**src/rtl/btn_debounce.sv**
```systemverilog
// Debounces N active-low pushbuttons against the shared 1 kHz tick and emits
// clean levels, press/release/long strobes and a per-button toggle.
// Long-press detection is compiled in only when BTN_LONG_PRESS_EN is defined.
module btn_debounce #(
  parameter int N       = 4,
  parameter int DB_MS   = 20,
  parameter int LONG_MS = 1000
) (
  input  logic         i_clk,
  input  logic         i_rstn,
  input  logic         i_pls_1k,
  input  logic [N-1:0] i_btn_n,
  output logic [N-1:0] o_btn_lvl,
  output logic [N-1:0] o_press,
  output logic [N-1:0] o_release,
  output logic [N-1:0] o_go,
  output logic [N-1:0] o_long
);

  localparam int CW = $clog2(DB_MS);
  localparam logic [CW-1:0] CNT_LAST = CW'(DB_MS - 1);

  if (DB_MS < 2 || DB_MS > 1023 || LONG_MS <= DB_MS) begin : g_param_err
    $error("btn_debounce: illegal DB_MS/LONG_MS combination");
  end

  logic [N-1:0]  sync1_q, sync2_q;
  logic [N-1:0]  s;
  logic [N-1:0]  lvl_q, lvl_d, lvl_dly_q;
  logic [N-1:0]  press_q, release_q, go_q;
  logic [CW-1:0] cnt_q [N];
  logic [CW-1:0] cnt_d [N];

  assign s = ~sync2_q;

  // NOTE: every output of this block gets a default before any branch so no latch is inferred.
  always_comb begin
    lvl_d = lvl_q;
    for (int k = 0; k < N; k++) begin
      cnt_d[k] = '0;
      if (s[k] != lvl_q[k]) begin
        cnt_d[k] = cnt_q[k];
        if (i_pls_1k) begin
          if (cnt_q[k] == CNT_LAST) begin
            lvl_d[k] = s[k];
            cnt_d[k] = '0;
          end else begin
            cnt_d[k] = cnt_q[k] + 1'b1;
          end
        end
      end
    end
  end

  // NOTE: state registers use non-blocking assignments; the counter array is
  // reset too, because a stale count would shorten the first debounce window.
  always_ff @(posedge i_clk or negedge i_rstn) begin
    if (!i_rstn) begin
      sync1_q   <= '1;
      sync2_q   <= '1;
      lvl_q     <= '0;
      lvl_dly_q <= '0;
      press_q   <= '0;
      release_q <= '0;
      go_q      <= '0;
      for (int k = 0; k < N; k++) cnt_q[k] <= '0;
    end else begin
      sync1_q   <= i_btn_n;
      sync2_q   <= sync1_q;
      lvl_q     <= lvl_d;
      lvl_dly_q <= lvl_q;
      press_q   <= lvl_q & ~lvl_dly_q;
      release_q <= ~lvl_q & lvl_dly_q;
      go_q      <= go_q ^ (lvl_q & ~lvl_dly_q);
      for (int k = 0; k < N; k++) cnt_q[k] <= cnt_d[k];
    end
  end

  assign o_btn_lvl = lvl_q;
  assign o_press   = press_q;
  assign o_release = release_q;
  assign o_go      = go_q;

`ifdef BTN_LONG_PRESS_EN
  localparam int HW = $clog2(LONG_MS + 1);
  localparam logic [HW-1:0] HOLD_MAX = HW'(LONG_MS);

  logic [HW-1:0] hold_q [N];
  logic [HW-1:0] hold_d [N];
  logic [N-1:0]  long_q, long_d;

  // Hold counter saturates at LONG_MS so the strobe fires once per press.
  always_comb begin
    long_d = '0;
    for (int k = 0; k < N; k++) begin
      hold_d[k] = '0;
      if (lvl_q[k]) begin
        hold_d[k] = hold_q[k];
        if (i_pls_1k && hold_q[k] != HOLD_MAX) hold_d[k] = hold_q[k] + 1'b1;
      end
      long_d[k] = (hold_d[k] == HOLD_MAX) && (hold_q[k] != HOLD_MAX);
    end
  end

  always_ff @(posedge i_clk or negedge i_rstn) begin
    if (!i_rstn) begin
      long_q <= '0;
      for (int k = 0; k < N; k++) hold_q[k] <= '0;
    end else begin
      long_q <= long_d;
      for (int k = 0; k < N; k++) hold_q[k] <= hold_d[k];
    end
  end

  assign o_long = long_q;
`else
  assign o_long = '0;
`endif

endmodule

```
**config.mk**
```make
export PLATFORM = sky130hd
export DESIGN_NAME = btn_debounce
export DESIGN_NICKNAME = d
export VERILOG_FILES = /design/src/rtl/btn_debounce.sv
export SDC_FILE = /design/constraint.sdc
export NUM_CORES = 1
export LEC_CHECK = 0
export CORE_ASPECT_RATIO = 0.5
export CORE_UTILIZATION = 40
export DETAILED_ROUTE_END_ITERATION = 8
export GPL_ROUTABILITY_DRIVEN = 0
export PLACE_DENSITY = 0.69
export SYNTH_ARGS = -nofsm -noshare
export SYNTH_HDL_FRONTEND = slang
export SYNTH_SLANG_ARGS = --single-unit
```
**constraint.sdc**
```tcl
create_clock -name i_clk -period 1.6 [get_ports i_clk]
set_input_delay 0.32 -clock i_clk [delete_from_list [all_inputs] [get_ports i_clk]]
set_output_delay 0.32 -clock i_clk [all_outputs]
set_load 0.02 [all_outputs]
```
==> impl_metrics.env, run 1 <==
export IMPL_status="complete, no violations"
export IMPL_critPathBufInv=1
export IMPL_utilization=0.5267
export IMPL_async_flop_share=1.000
export IMPL_fin_setup_tns_ns=0
export IMPL_path_cells="clkdlybuf4s50_1"
export IMPL_synth_cells=166
export IMPL_yosys_warnings=0
export IMPL_ff2ff_path_depth=4
export IMPL_cp_arrival_ns=1.22
export IMPL_die_area_mm2=0.005248
export IMPL_vias=1278
export IMPL_design_core_area_mm2=0.004573
export IMPL_drive_gt1_frac=0.1200
export IMPL_required_ns=1.28
export IMPL_grt_pass1_wl_um=5319
export IMPL_cts_max_level=2
export IMPL_clk_latency_ns=0.30
export IMPL_synth_edff_count=0
export IMPL_critical_path_max_fanout=1
export IMPL_io_pins=27
export IMPL_cp_start_kind="flop"
export IMPL_nets=210
export IMPL_end_kind="output pin"
export IMPL_die_w_um=101.5
export IMPL_synth_top_family_by_area="simple AND/OR/NAND/NOR gates"
export IMPL_dpl_worst_slack_ns=-0.02555
export IMPL_final_cells=266
export IMPL_wl_um=3095
export IMPL_synth_xor_area_share=0.05313
export IMPL_critPathMaxStageDelay_ns=0.60
export IMPL_yosysUniqueCellTypes=27
export IMPL_clk_pin_slew_worst_paths_ns=0.08
export IMPL_slew_viol_final=0
export IMPL_cts_sinks=48
export IMPL_worst_setup_path_type="flop to output pin"
export IMPL_initial_core_util=0.4326
export IMPL_leakagePower_nw=1.147
export IMPL_antenna_found_initial=0
export IMPL_fin_crit_sh=0.9641
export IMPL_place_hpwl_um=2085
export IMPL_insertedDiodeCount=0
export IMPL_crit_family="buffers and inverters"
export IMPL_cp_slowest_cell="clkdlybuf4s50_1"
export IMPL_drt_initial_drc_count=51
export IMPL_synth_compound_area_frac=0.06958
export IMPL_ys_seq_area_frac=0.6123
export IMPL_ys_seq_elements=48
export IMPL_cts_tree="built"
export IMPL_synth_area_per_cell_um2=11.92
export IMPL_syn_area_mm2=0.001978
export IMPL_fin_ws_ns=0.05741
export IMPL_numCtsBuffers=5
export IMPL_rsz0062_at_grt="false"
export IMPL_std_cell_rows=17
export IMPL_dp_cells=257
export IMPL_syn2layout_area_growth_pct=21.76
export IMPL_root_buffer="clkbuf_8"
export IMPL_drv_cap=0
export IMPL_cts_setup_buffers=0
export IMPL_cts_max_path_buffers=2
export IMPL_crit_cells=1
export IMPL_synth_mux_area_fraction=0.02024
export IMPL_drc=0
export IMPL_finalHoldViolCount=0
export IMPL_vdd_drop_max_mv=0.4545
export IMPL_grt_usage=0.1362
export IMPL_p_per_area_mw_per_mm2=916.4
export IMPL_grt_max_degree=49
export IMPL_die_y_um=51.73
export IMPL_setup_viol=0
export IMPL_wl_per_cell_um=11.64
export IMPL_ant_nets=0
export IMPL_hold_path_class="flop to flop"
export IMPL_yosys_most_used_dff="dfrtp_1"
export IMPL_portBuffers=22
export IMPL_dr_pass1_iters=4
export IMPL_overflow=0
export IMPL_grt_pass1_vias=1178
export IMPL_holdPathStages=0
export IMPL_min_period_ns=1.543
export IMPL_max_freq_mhz=648.3
export IMPL_skew_ns=0.004784
export IMPL_synthAdderAreaFrac=0.02530
export IMPL_synth_simple_area_share=0.1898
export IMPL_avgViaCountPerCell=4.805
## cell type report
| class | instances | area [um2] |
|---|---|---|
| clock buffer | 8 | 90.09 |
| inverter | 3 | 11.26 |
| timing repair buffer | 30 | 290.3 |
| fill | 398 | 2165 |
| tap | 66 | 82.58 |
| sequential | 48 | 1211 |
| multi-input combinational | 111 | 723.2 |
## logic make-up (layout without fill, tap and decap cells)
logic type | count (synthesis) | count (layout)
AND/OR/NAND/NOR | 61 | 61
flip-flops | 48 | 48
AO/OA/AOI/OAI | 26 | 26
XOR/XNOR | 12 | 12
buffers and inverters | 10 | 41
adder cells (fa/ha/maj) | 4 | 4
multiplexers | 4 | 4
other | 1 | 4
## registers in the layout, summed over array words and instances, names as in the netlist
signal,cells
cnt_q,20
lvl_dly_q,4
o_btn_lvl,4
o_go,4
o_press,4
o_release,4
sync1_q,4
sync2_q,4
## Yosys cell counts (8+ instances only)
library cell	count	area (um2)
nor2b_1	10	62.56
a21oi_1	14	70.07
nor2_1	8	30.03
o21ai_0	9	45.04
or3_1	8	50.05
xor2_1	12	105.1
nand2_1	16	60.06
dfstp_2	8	210.2
dfrtp_1	40	1001
## placed cells by master, fill, tap and decap left out
cell,n
a21oi_1,14
a21oi_2,1
a31oi_1,1
and2b_1,4
and4b_1,4
and4bb_1,3
and4bb_4,1
buf_12,1
buf_2,1
buf_4,6
clkbuf_1,2
clkbuf_8,6
clkdlybuf4s50_1,12
conb_1,4
dfrtp_1,40
dfstp_2,8
dlygate4sd2_1,6
dlygate4sd3_1,1
dlymetal6s2s_1,3
ha_1,4
inv_1,3
mux2i_1,4
nand2_1,16
nand3_1,1
nand3b_1,1
nand4_1,4
nand4bb_1,1
nor2_1,8
nor2b_1,10
o21ai_0,9
o31ai_1,1
or3_1,8
xor2_1,12
## routing by layer
metal | vias to the layer above | wire (um) | global-route usage
li1 | 628 | - | -
met1 | 611 | 1550 | 0.1807
met2 | 34 | 1326 | 0.2063
met3 | 5 | 169 | 0.04435
met4 | 0 | 49 | 0.05797
met5 | - | 0 | 0
## path summary, 6_finish.rpt
path | endpoint | startpoint | slack [ns]
hold / removal | sync2_q[3] | sync1_q[3] | 0.36
min in group asynchronous | o_release[2] | i_rstn | 0.51
setup reg to reg | cnt_q[2] | cnt_q[0] | 0.18
setup / recovery | o_press[3] | o_press[3] | 0.06
max in group asynchronous | sync2_q[3] | i_rstn | 0.79
hold reg to reg | sync2_q[3] | sync1_q[3] | 0.36
## repair_timing
item                                    4_1_cts  5_1_grt
endpoints found under the setup margin        6        3
endpoints found under the hold margin        17        0
hold buffers                                  1        0
resized for setup                             6        3
cloned                                        0        0
## stage by stage
step	total power, W	area, um2	hold WS, ns
finish	0.002207	2409	0.3582
global route	0.002315	2409	0.3646
CTS	0.002242	2401	0.3594
detailed placement	0.001515	2308	0.3243
global placement	0.001507	2308	0.3194
floorplan	0.001418	1989	0.02441
## power breakdown
part | leakage [nW] | switching (W) | total, W | internal [W]
Combinational | 0.505 | 0.000105 | 0.000179 | 0.0000740
Sequential | 0.597 | 0.0000342 | 0.00130 | 0.00127
Clock | 0.0455 | 0.000375 | 0.000728 | 0.000353
Power figures use the tool's default switching activity.
==> run 2, diff against run 1 <==
==> constraint.sdc (replaced) <==
create_clock -name i_clk -period 1.9 [get_ports i_clk]
set_input_delay 0.38 -clock i_clk [delete_from_list [all_inputs] [get_ports i_clk]]
set_output_delay 0.38 -clock i_clk [all_outputs]
set_load 0.02 [all_outputs]
==> run 2 against run 1 <==
Setup slack improved by 0.072 ns. Sequential cell count unchanged. Sequential power decreased by 16%. Via count decreased by 0.39%. Die area unchanged. Register-to-register slack improved by 0.28 ns. Final area decreased by 2.5%. Global-route usage increased by 0.14 points. Largest cell class unchanged.
==> impl_metrics.env, run 2 (same netlist as run 1, synthesis figures left out) <==
export IMPL_io_pins=27
export IMPL_path_cells="clkdlybuf4s50_1"
export IMPL_worst_pin_slew_ns=0.5853
export IMPL_slew_viol_final=0
export IMPL_std_cell_rows=17
export IMPL_die_area_mm2=0.005248
export IMPL_register_area_mm2=0.001211
export IMPL_syn2layout_area_growth_pct=18.66
export IMPL_slew_limit_headroom=0.6098
export IMPL_grt_max_degree=49
export IMPL_min_period_ns=1.770
export IMPL_antenna_found_initial=0
export IMPL_crit_family="buffers and inverters"
export IMPL_die_y_um=51.73
export IMPL_mostFrequentLayoutCells="40 x dfrtp_1, 21 x clkdlybuf4s50_1, 16 x nand2_1, 14 x a21oi_1, 12 x xor2_1"
export IMPL_status="complete, no violations"
export IMPL_multi_input_area_um2=723.2
export IMPL_setup_viol=0
export IMPL_cts_max_level=2
export IMPL_numCtsBuffers=5
export IMPL_initial_core_util=0.4326
export IMPL_critPathBufInv=1
export IMPL_wl_um=3041
export IMPL_critPathMaxStageDelay_ns=0.64
export IMPL_wl_per_cell_um=11.65
export IMPL_die_w_um=101.5
export IMPL_drt_initial_drc_count=33
export IMPL_drive_gt1_frac=0.1026
export IMPL_cts_resized_gates=0
export IMPL_ant_nets=0
export IMPL_required_ns=1.52
export IMPL_largest_reg_flops=20
export IMPL_max_freq_mhz=564.9
export IMPL_fin_setup_tns_ns=0
export IMPL_regMostFlops="cnt_q"
export IMPL_end_kind="output pin"
export IMPL_cp_arrival_ns=1.39
export IMPL_avgViaCountPerCell=4.877
export IMPL_clk_pin_slew_worst_paths_ns=0.09
export IMPL_vias=1273
export IMPL_nets=205
export IMPL_design_core_area_mm2=0.004573
export IMPL_grt_pass1_wl_um=5492
export IMPL_insertedDiodeCount=0
export IMPL_p_per_area_mw_per_mm2=776.4
export IMPL_holdBufCountCts=0
export IMPL_root_buffer="clkbuf_8"
export IMPL_dr_pass1_iters=4
export IMPL_cts_sinks=48
export IMPL_rsz0062_at_grt="false"
export IMPL_finalHoldViolCount=0
export IMPL_total_power_w=0.001822
export IMPL_cts_tree="built"
export IMPL_critical_path_max_fanout=6
export IMPL_place_hpwl_um=2060
export IMPL_vdd_drop_max_mv=0.3200
export IMPL_cp_slowest_cell="clkdlybuf4s50_1"
export IMPL_grt_usage=0.1376
export IMPL_overflow=0
export IMPL_leakagePower_nw=1.078
export IMPL_cts_setup_buffers=0
export IMPL_fin_ws_ns=0.1296
export IMPL_dpl_worst_slack_ns=0.2085
export IMPL_hold_path_class="primary input to async pin"
export IMPL_skew_ns=0.007163
export IMPL_clk_latency_ns=0.30
export IMPL_fillers=420
export IMPL_worst_setup_path_type="flop to output pin"
export IMPL_drv_cap=0
export IMPL_fin_crit_sh=0.9318
export IMPL_layout_commonest_cell="dfrtp_1"
export IMPL_grt_pass1_vias=1256
export IMPL_portBuffers=22
export IMPL_cp_start_kind="flop"
export IMPL_cts_max_path_buffers=2
export IMPL_drc=0
run 2: cell count changes in the layout (fill, tap and decap cells not counted), sizes merged:
cell           change
buf                -4
dlygate4sd3        -1
dlymetal6s2s       -3
clkinv             +1
clkdlybuf4s50      +9
dlygate4sd2        -6
clkbuf             -1
run 2: area by class of cell:
type | instances | area share
flip-flops and latches | 48 | 0.5160
clock buffers | 7 | 0.03252
repair buffers | 25 | 0.1013
inverters | 3 | 0.004797
multi-input cells | 111 | 0.3081
well taps | 66 | 0.03518
clock inverters | 1 | 0.002132
run 2: final timing paths:
kind,cells past startpoint,start,slack (ns),end
max,1,o_btn_lvl[3],0.13,o_btn_lvl[3]
min,2,i_rstn,0.16,o_release[2]
max reg2reg,4,cnt_q[5],0.46,cnt_q[7]
min reg2reg,0,sync1_q[3],0.35,sync2_q[3]
max in group asynchronous,2,i_rstn,1.34,sync1_q[3]
min in group i_clk,0,sync1_q[3],0.35,sync2_q[3]
run 2: per-layer routing:
metal	vias to the layer above	share of wire	track usage
met5	-	0	0
met3	4	0.044	0.04570
met4	0	0.0082	0.04348
met2	32	0.45	0.2245
li1	619	-	-
met1	618	0.50	0.1750
run 2: per-stage QoR:
step	util	area [um2]	hold WS, ns	cells
2_1_floorplan	-	1989	0.08441	169
3_3_place_gp	0.4955	2266	0.3458	253
3_5_place_dp	0.4955	2266	0.3468	253
4_1_cts	0.5133	2347	0.1824	261
5_1_grt	0.5133	2347	0.2265	261
6_report	0.5133	2347	0.1610	261
run 2: power by group:
part,total (W),switching (W),internal [W]
logic,0.000150,0.0000860,0.0000643
registers,0.00109,0.0000283,0.00107
clock network,0.000578,0.000319,0.000259
